`src/rtl/poly_basemul_ctrl.sv`:
```
// poly_basemul_ctrl
//   Sequencer that walks two NTT-domain polynomials one coefficient pair at a
//   time. For each pair j it fetches A[j], B[j] and the zeta for that pair,
//   issues one basemul operation, collects r[0]/r[1] and writes {r1,r0} back to
//   result memory at index j. Sits between the NTT output buffers and the
//   INTT/accumulate stage.
//
// Ports
//   clk, rst_n          clock (rising edge), asynchronous active-low reset
//   start               1-cycle pulse, begins one polynomial product (IDLE only)
//   busy, done          busy over FETCH..WRITE; done pulses once at the end
//   ab_rd_en, ab_addr   shared read strobe/pair index for the A and B memories
//   a_rdata, b_rdata    operand pairs {c[2j+1],c[2j]}, valid 1 cycle after read
//   zeta_addr           zeta ROM index j>>1
//   zeta_rdata          zeta, same timing as a_rdata/b_rdata
//   bm_start            1-cycle issue pulse to basemul
//   bm_a, bm_b, bm_zeta basemul operands, held from LOAD through WRITE
//   bm_r                basemul result {r1,r0}
//   bm_r0_valid/r1      result strobes, sampled only while waiting
//   r_we, r_addr        result write strobe and pair index
//   r_wdata             {r1,r0}
module poly_basemul_ctrl #(
  parameter int W      = 16,
  parameter int NPAIRS = 128,
  parameter int AW     = 7
) (
  input  logic            clk,
  input  logic            rst_n,
  input  logic            start,
  output logic            busy,
  output logic            done,
  output logic            ab_rd_en,
  output logic [AW-1:0]   ab_addr,
  input  logic [2*W-1:0]  a_rdata,
  input  logic [2*W-1:0]  b_rdata,
  output logic [AW-2:0]   zeta_addr,
  input  logic [W-1:0]    zeta_rdata,
  output logic            bm_start,
  output logic [2*W-1:0]  bm_a,
  output logic [2*W-1:0]  bm_b,
  output logic [W-1:0]    bm_zeta,
  input  logic [2*W-1:0]  bm_r,
  input  logic            bm_r0_valid,
  input  logic            bm_r1_valid,
  output logic            r_we,
  output logic [AW-1:0]   r_addr,
  output logic [2*W-1:0]  r_wdata
);

  typedef enum logic [2:0] {
    S_IDLE, S_FETCH, S_LOAD, S_ISSUE, S_WAIT, S_WRITE, S_DONE
  } state_t;

  state_t                 state_q;
  logic [AW-1:0]          j_q, j_d;
  logic signed [W-1:0]    r0_q, r1_q, r0_d;
  logic                   busy_q, done_q, ab_rd_en_q, bm_start_q, r_we_q;
  logic [AW-1:0]          ab_addr_q, r_addr_q;
  logic [AW-2:0]          zeta_addr_q;
  logic [2*W-1:0]         bm_a_q, bm_b_q, r_wdata_q;
  logic signed [W-1:0]    bm_zeta_q;

  // Odd pairs of a zeta ROM entry use the negated zeta; plain W-bit wrap.
  function automatic logic signed [W-1:0] cond_neg(input logic signed [W-1:0] z,
                                                   input logic               neg);
    return neg ? -z : z;
  endfunction

  assign j_d  = j_q + 1'b1;
  // r0 may arrive in the same cycle as r1, so the write data takes it directly.
  assign r0_d = bm_r0_valid ? bm_r[W-1:0] : r0_q;

  always_ff @(posedge clk or negedge rst_n) begin
    if (!rst_n) begin
      state_q     <= S_IDLE;
      j_q         <= '0;
      r0_q        <= '0;
      r1_q        <= '0;
      busy_q      <= 1'b0;
      done_q      <= 1'b0;
      ab_rd_en_q  <= 1'b0;
      bm_start_q  <= 1'b0;
      r_we_q      <= 1'b0;
      ab_addr_q   <= '0;
      r_addr_q    <= '0;
      zeta_addr_q <= '0;
      bm_a_q      <= '0;
      bm_b_q      <= '0;
      bm_zeta_q   <= '0;
      r_wdata_q   <= '0;
    end else begin
      case (state_q)
        S_IDLE: begin
          if (start) begin
            state_q     <= S_FETCH;
            busy_q      <= 1'b1;
            ab_rd_en_q  <= 1'b1;
            ab_addr_q   <= j_q;
            zeta_addr_q <= j_q[AW-1:1];
          end
        end
        S_FETCH: begin
          ab_rd_en_q <= 1'b0;
          state_q    <= S_LOAD;
        end
        S_LOAD: begin
          bm_a_q     <= a_rdata;
          bm_b_q     <= b_rdata;
          bm_zeta_q  <= cond_neg(zeta_rdata, j_q[0]);
          bm_start_q <= 1'b1;
          state_q    <= S_ISSUE;
        end
        S_ISSUE: begin
          bm_start_q <= 1'b0;
          state_q    <= S_WAIT;
        end
        S_WAIT: begin
          r0_q <= r0_d;
          if (bm_r1_valid) begin
            r1_q      <= bm_r[2*W-1:W];
            r_wdata_q <= {bm_r[2*W-1:W], r0_d};
            r_we_q    <= 1'b1;
            r_addr_q  <= j_q;
            state_q   <= S_WRITE;
          end
        end
        S_WRITE: begin
          r_we_q <= 1'b0;
          if (j_q == AW'(NPAIRS - 1)) begin
            j_q     <= '0;
            busy_q  <= 1'b0;
            done_q  <= 1'b1;
            state_q <= S_DONE;
          end else begin
            j_q         <= j_d;
            ab_rd_en_q  <= 1'b1;
            ab_addr_q   <= j_d;
            zeta_addr_q <= j_d[AW-1:1];
            state_q     <= S_FETCH;
          end
        end
        S_DONE: begin
          done_q  <= 1'b0;
          state_q <= S_IDLE;
        end
        default: state_q <= S_IDLE;
      endcase
    end
  end

  assign busy      = busy_q;
  assign done      = done_q;
  assign ab_rd_en  = ab_rd_en_q;
  assign ab_addr   = ab_addr_q;
  assign zeta_addr = zeta_addr_q;
  assign bm_start  = bm_start_q;
  assign bm_a      = bm_a_q;
  assign bm_b      = bm_b_q;
  assign bm_zeta   = bm_zeta_q;
  assign r_we      = r_we_q;
  assign r_addr    = r_addr_q;
  assign r_wdata   = r_wdata_q;

endmodule

```
`config.mk`:
```
export PLATFORM = sky130hd
export DESIGN_NAME = poly_basemul_ctrl
export DESIGN_NICKNAME = d
export VERILOG_FILES = /design/src/rtl/poly_basemul_ctrl.sv
export SDC_FILE = /design/constraint.sdc
export NUM_CORES = 1
export LEC_CHECK = 0
export CORE_ASPECT_RATIO = 0.75
export CORE_MARGIN = 5
export CORE_UTILIZATION = 35
export DETAILED_ROUTE_END_ITERATION = 12
export HOLD_SLACK_MARGIN = 0.08
export PLACE_DENSITY = 0.69
export REMOVE_ABC_BUFFERS = 1
export SLEW_MARGIN = 30
export SYNTH_ARGS = -nofsm -noshare
export SYNTH_HDL_FRONTEND = slang
export SYNTH_SLANG_ARGS = --single-unit
```
`constraint.sdc`:
```
create_clock -name clk -period 1.9 [get_ports clk]
set_clock_uncertainty 0.1 [all_clocks]
set_input_delay 0.475 -clock clk [delete_from_list [all_inputs] [get_ports clk]]
set_output_delay 0.475 -clock clk [all_outputs]
set_load 0.005 [all_outputs]
```
==> impl_metrics.toml, run 1 <==
[status]
outcome = "finished, final reports clean"

[critical_path]
path_cells = "dlygate4sd2_1 > or4_4 > or3_4 > o31ai_4 > xor2_1 > a21oi_1"
cp-end-kind = "register"
crit_arrival_ns = 2.07
cp-start-kind = "input port"
path_max_fanout = 2
critical_path.top_delay_family = "simple AND/OR/NAND/NOR gates"
cp_slowest_cell = "or4_4"
path_class = "input port to register"
cp_num_buf_inv = 1
reg2reg_depth = 4
cp.required_ns = 2.10
max_stage_delay_ns = 0.53
critical_path_depth = 6

[finish]
drive_above_1_share = 0.277
final_util = 0.575
final_cells = 1062
diodes = 0
nNetsFinal = 921
synthToLayoutAreaGrowth_pct = 62.8

[drt]
via_per_inst = 4.65
drt-pass1-iter-count = 4
vias = 4940
avgRoutedWirePerCell_um = 16.7
drtIter0Drc = 192
drc = 0
wirelength_um = 17700
ant_nets = 0

[placement]
gp_congestion = 0.844
dp.cells = 1012
post-dp-hpwl_um = 13000
place_ws_ns = -0.650
port_buffers = 253

[power]
ir_drop_v = 0.000794
p_leak_nw = 5.18
power_density_nw_per_um2 = 1480
design_power_total_mw = 15.6

[sta]
worst_pin_slew_ns = 0.427
final_hold_viol_count = 0
fmax_ghz = 0.537
final_max_slew_viol_count = 0
period_minus_slack_ns = 1.86
max_slew_margin = 0.715
fin_ws_ns = 0.0365
setup_viol = 0
post-route-period-util = 0.981

[floorplan]
die_x_um = 167
die_h_um = 128
pin_count = 254
fp.coreArea_um2 = 18300
die_area_um2 = 21300
start_util = 0.353
rows = 43

[synthesis]
synth-edff-count = 0
ys_seq_elements = 157
synth_top_cell_by_area = "dfrtp_1"
yosysSeqAreaShare = 0.609
netlist_instances = 488
ys.flop_type = "dfrtp_1"
yosysUniqueCellTypes = 39
netlist_top_cells_count = "157 x dfrtp_1, 109 x mux2_2, 43 x nor2_1, 31 x a21oi_1, 21 x nand2_1"
synth_area_um2 = 6450
synthArstFlopShare = 1.00
synth_most_common_cell = "dfrtp_1"
avgSynthCellArea_um2 = 13.2
ys_warn_count = 0
synth.area.top_cells = "dfrtp_1 61%, mux2_2 19%, mux2i_1 2.8%"
synth_top_area_frac = 0.609

[global_route]
grt-ovfl-total = 0
antenna_found_initial = 0
grt_pass1_wl_um = 27800
grt_pass1_vias = 5409
grt_max_degree = 44
track_usage = 0.163

[clock_tree]
clk_pin_slew_ns = 0.06
cts_buffer_depth = 2
cts_buffers = 17
numClockSinks = 157
cts-root-buf = "clkbuf_16"
clock_latency_ns = 0.42
cts_tree = "yes"
htreeDepth = 4

[job]
cap_violations = 0

[min_path]
hold_path_class = "register to register"
whs_path_depth = 1
==> area by class of cell <==
class / count / area (um2)
clock buffer: 20 / 437
clock inverter: 12 / 138
fill: 1517 / 7780
inverter: 7 / 26.3
multi-input combinational: 293 / 2390
sequential: 157 / 3930
tap: 247 / 309
timing repair buffer: 326 / 3280
==> kinds of logic after synthesis <==
family | share of synthesized area
buffers and inverters | 0.0291
adders and majority gates | 0.00388
and+or+nand+nor | 0.0578
DFF | 0.609
xor gates and xnor gates | 0.0285
AOI/OAI and AO/OA | 0.0541
muxes | 0.218
==> routing by layer <==
metal	wire (um)	track usage	share of wire	vias up
li1	-	-	-	2329
met1	7430	0.196	0.42	2427
met2	8540	0.270	0.48	165
met3	1490	0.0693	0.084	19
met4	227	0.0481	0.013	0
met5	0	0	0	-
==> layout by cell type, fill, tap and decap left out, types with 2 or more instances in the layout <==
cell type,n
a21oi_1,31
clkdlybuf4s50_1,147
nor2_1,42
buf_12,5
a31oi_1,2
inv_6,3
nand3_1,4
inv_1,7
xnor2_1,8
o21ai_0,14
o31ai_1,2
mux2_2,109
a21o_1,2
clkbuf_16,18
nand2_2,2
clkbuf_1,3
dfrtp_1,157
nand4_1,2
xor2_1,13
clkinvlp_4,5
mux2i_1,18
dlymetal6s2s_1,65
buf_4,65
dlygate4sd2_1,40
bufinv_16,2
and3_1,2
nand2_1,19
or3_1,2
buf_6,2
==> state kept, by name (all words and copies together) (netlist names), 7 cells and up <==
| register | count |
|---|---|
| ab_addr | 7 |
| bm_a | 32 |
| bm_b | 32 |
| bm_zeta | 16 |
| j_q | 7 |
| r0_q | 16 |
| r_addr | 7 |
| r_wdata | 32 |
==> path summary, 6_finish.rpt <==
path	startpoint	slack, ns	endpoint
setup reg to reg	state_q[0]	0.08	r_addr[5]
max in group asynchronous	rst_n	0.69	r_wdata[18]
setup / recovery	zeta_rdata[12]	0.04	bm_zeta[15]
hold reg to reg	bm_start	0.37	bm_start
min in group asynchronous	rst_n	0.46	ab_addr[3]
hold / removal	bm_start	0.37	bm_start
==> repair_timing <==
item,CTS,global route
setup endpoints to repair,41,126
hold buffers,1,0
cloned,0,1
setup buffers,2,14
resized for setup,42,75
pin swaps,5,3
hold endpoints to repair,36,0
==> metrics by stage <==
stage          setup TNS [ns]  area, um2  hold WS [ns]
6_report                    0      10500         0.374
5_1_grt               -0.0726      10500         0.391
4_1_cts                     0      10200         0.382
3_5_place_dp            -8.23       9620         0.335
3_3_place_gp            -7.32       9620         0.332
2_1_floorplan         -369.73       6290        0.0794
==> power by group <==
| part | switching [mW] | total [mW] | internal [mW] |
|---|---|---|---|
| Sequential | 0.826 | 5.71 | 4.88 |
| Clock | 1.41 | 3.36 | 1.95 |
| Combinational | 2.40 | 6.50 | 4.10 |
| Total | 4.63 | 15.6 | 10.9 |
No activity file was read; power rests on OpenSTA's default activity.
==> run 2, diff against run 1 <==
CAP_MARGIN = 15   (was default)
TNS_END_PERCENT = 100   (was default)
==> results of run 2 <==
No change in the layout: final DEF, timing and power equal those of run 1.
==> run 3, diff against run 2 <==
CORE_MARGIN = 2   (was 5)
==> run 3 against run 2 <==
  * Register-to-register slack gained 0.02 ns
  * Global-route usage up 1.2 points
  * Power shrank 0.66%
  * Critical endpoint is now r_wdata[22]
  * Highest routed layer unchanged
==> impl_metrics.toml, run 3 (synthesized netlist as in run 1, its figures left out) <==
[sta]
final_max_slew_viol_count = 0
period_minus_slack_ns = 1.86
whs_ns = 0.384
setup_tns_ns = 0
final_hold_viol_count = 0
fmax_ghz = 0.536
max_slew_margin = 0.723
worst_pin_slew_ns = 0.416
setup_viol = 0
post-route-period-util = 0.981

[finish]
fillCellCount = 1423
final_cell_mix = "158 x clkdlybuf4s50_1, 155 x dfrtp_1, 107 x mux2_2, 75 x dlymetal6s2s_1, 50 x buf_4"
diodes = 0
layout_commonest_cell = "clkdlybuf4s50_1"
final_util = 0.584
drive_above_1_share = 0.267
synthToLayoutAreaGrowth_pct = 61.8
nNetsFinal = 905
final_cells = 1040

[clock_tree]
cts-root-buf = "clkbuf_16"
cts_buffer_depth = 2
cts_tree = "yes"
clk_pin_slew_ns = 0.06
htreeDepth = 4
cts_buffers = 17
clock_latency_ns = 0.41
numClockSinks = 157

[critical_path]
cp-end-kind = "primary output"
crit_arrival_ns = 1.29
cp_slowest_cell = "clkdlybuf4s50_1"
r2r_start = "j_q[0]"
path_class = "register to primary output"
path_cells = "clkdlybuf4s50_1"
reg2reg_depth = 6
critical_path_depth = 1
cp-start-kind = "register"
r2r_slack_ns = 0.10
startpoint = "r_wdata[22]"
cp_num_buf_inv = 1
path_max_fanout = 2
cp.required_ns = 1.32
crit_end = "r_wdata[22]"
r2r-end = "ab_addr[4]"
max_stage_delay_ns = 0.51
critical_path.top_delay_family = "buffers and inverters"

[power]
seq_power_share = 0.369
p_sw_frac = 0.292
power_density_nw_per_um2 = 1480
combPwrFrac = 0.414
ir_drop_v = 0.000696
pwr-share-clk = 0.216
p_leak_nw = 5.15
design_power_total_mw = 15.5
p_sw_mw = 4.51
cellInternalPower_mw = 10.9

[drt]
wirelength_um = 17000
drt-pass1-iter-count = 4
drtIter0Drc = 220
avgRoutedWirePerCell_um = 16.3
vias = 4883
ant_nets = 0
via_per_inst = 4.70
drc = 0

[placement]
post-dp-hpwl_um = 12000
gp_congestion = 0.846
port_buffers = 253
dp.cells = 996

[floorplan]
start_util = 0.361
rows = 42
die_area_um2 = 19600
die_x_um = 161
pin_count = 254
die_h_um = 122
fp.coreArea_um2 = 17900

[global_route]
grt_max_degree = 75
grt_pass1_wl_um = 27000
grt_pass1_vias = 5243
antenna_found_initial = 0
grt-ovfl-total = 0
track_usage = 0.175

[min_path]
hold_path_class = "register to register"

[job]
cap_violations = 0

[status]
outcome = "finished, final reports clean"
run 3: changes by cell type in the layout (fill, tap and decap cells not counted), moves of 10 or more:
cell,change
dlygate4sd2_1,-24
buf_4,-15
clkdlybuf4s50_1,+11
dlymetal6s2s_1,+10
run 3: layer usage:
metal  share of wire  wire (um)  track usage
met1            0.41       7010        0.209
met5               0          0            0
met4           0.011        179       0.0519
met3           0.074       1260       0.0650
met2            0.50       8520        0.298
run 3: metrics by stage:
step,area [um2],setup slack (ns)
2_1_floorplan,6290,-3.09
3_3_place_gp,9540,-0.628
3_5_place_dp,9540,-0.668
4_1_cts,10100,0.000635
5_1_grt,10400,-0.0164
6_report,10400,0.0356
run 3: worst min path at each step:
stage                    from           to  slack, ns  cells past startpoint
5_1_grt        zeta_rdata[12]  bm_zeta[12]       0.39                      4
3_3_place_gp            rst_n   ab_addr[0]       0.25                      1
4_1_cts                 rst_n   ab_addr[0]       0.38                      2
3_5_place_dp            rst_n   ab_addr[0]       0.26                      1
2_1_floorplan           rst_n   ab_addr[0]       0.08                      0
6_report             bm_start     bm_start       0.38                      1
run 3: timing repair:
action,4_1_cts,5_1_grt
hold buffers,1,0
gates resized for setup,20,93
buffers inserted,2,9
endpoints found under the hold margin,23,0
gates cloned,0,1
pin swaps,5,11
endpoints found under the setup margin,20,124
run 3: area by class of cell:
class / count / area, um2 / area share
flip-flops and latches: 157 / 3930 / 0.376
multi-input cells: 293 / 2400 / 0.230
clock inverters: 9 / 113 / 0.0108
repair buffers: 310 / 3200 / 0.307
clock buffers: 22 / 464 / 0.0445
well taps: 242 / 303 / 0.0290
inverters: 7 / 26.3 / 0.00252
run 3: power groups by stage:
| stage | Clock (mW) | Sequential, mW | Combinational (mW) |
|---|---|---|---|
| floorplan | 0 | 5.83 | 2.35 |
| global placement | 0 | 5.69 | 6.43 |
| detailed placement | 0 | 5.78 | 6.56 |
| CTS | 3.45 | 5.75 | 6.54 |
| global route | 3.60 | 5.91 | 6.94 |
| finish | 3.34 | 5.71 | 6.41 |
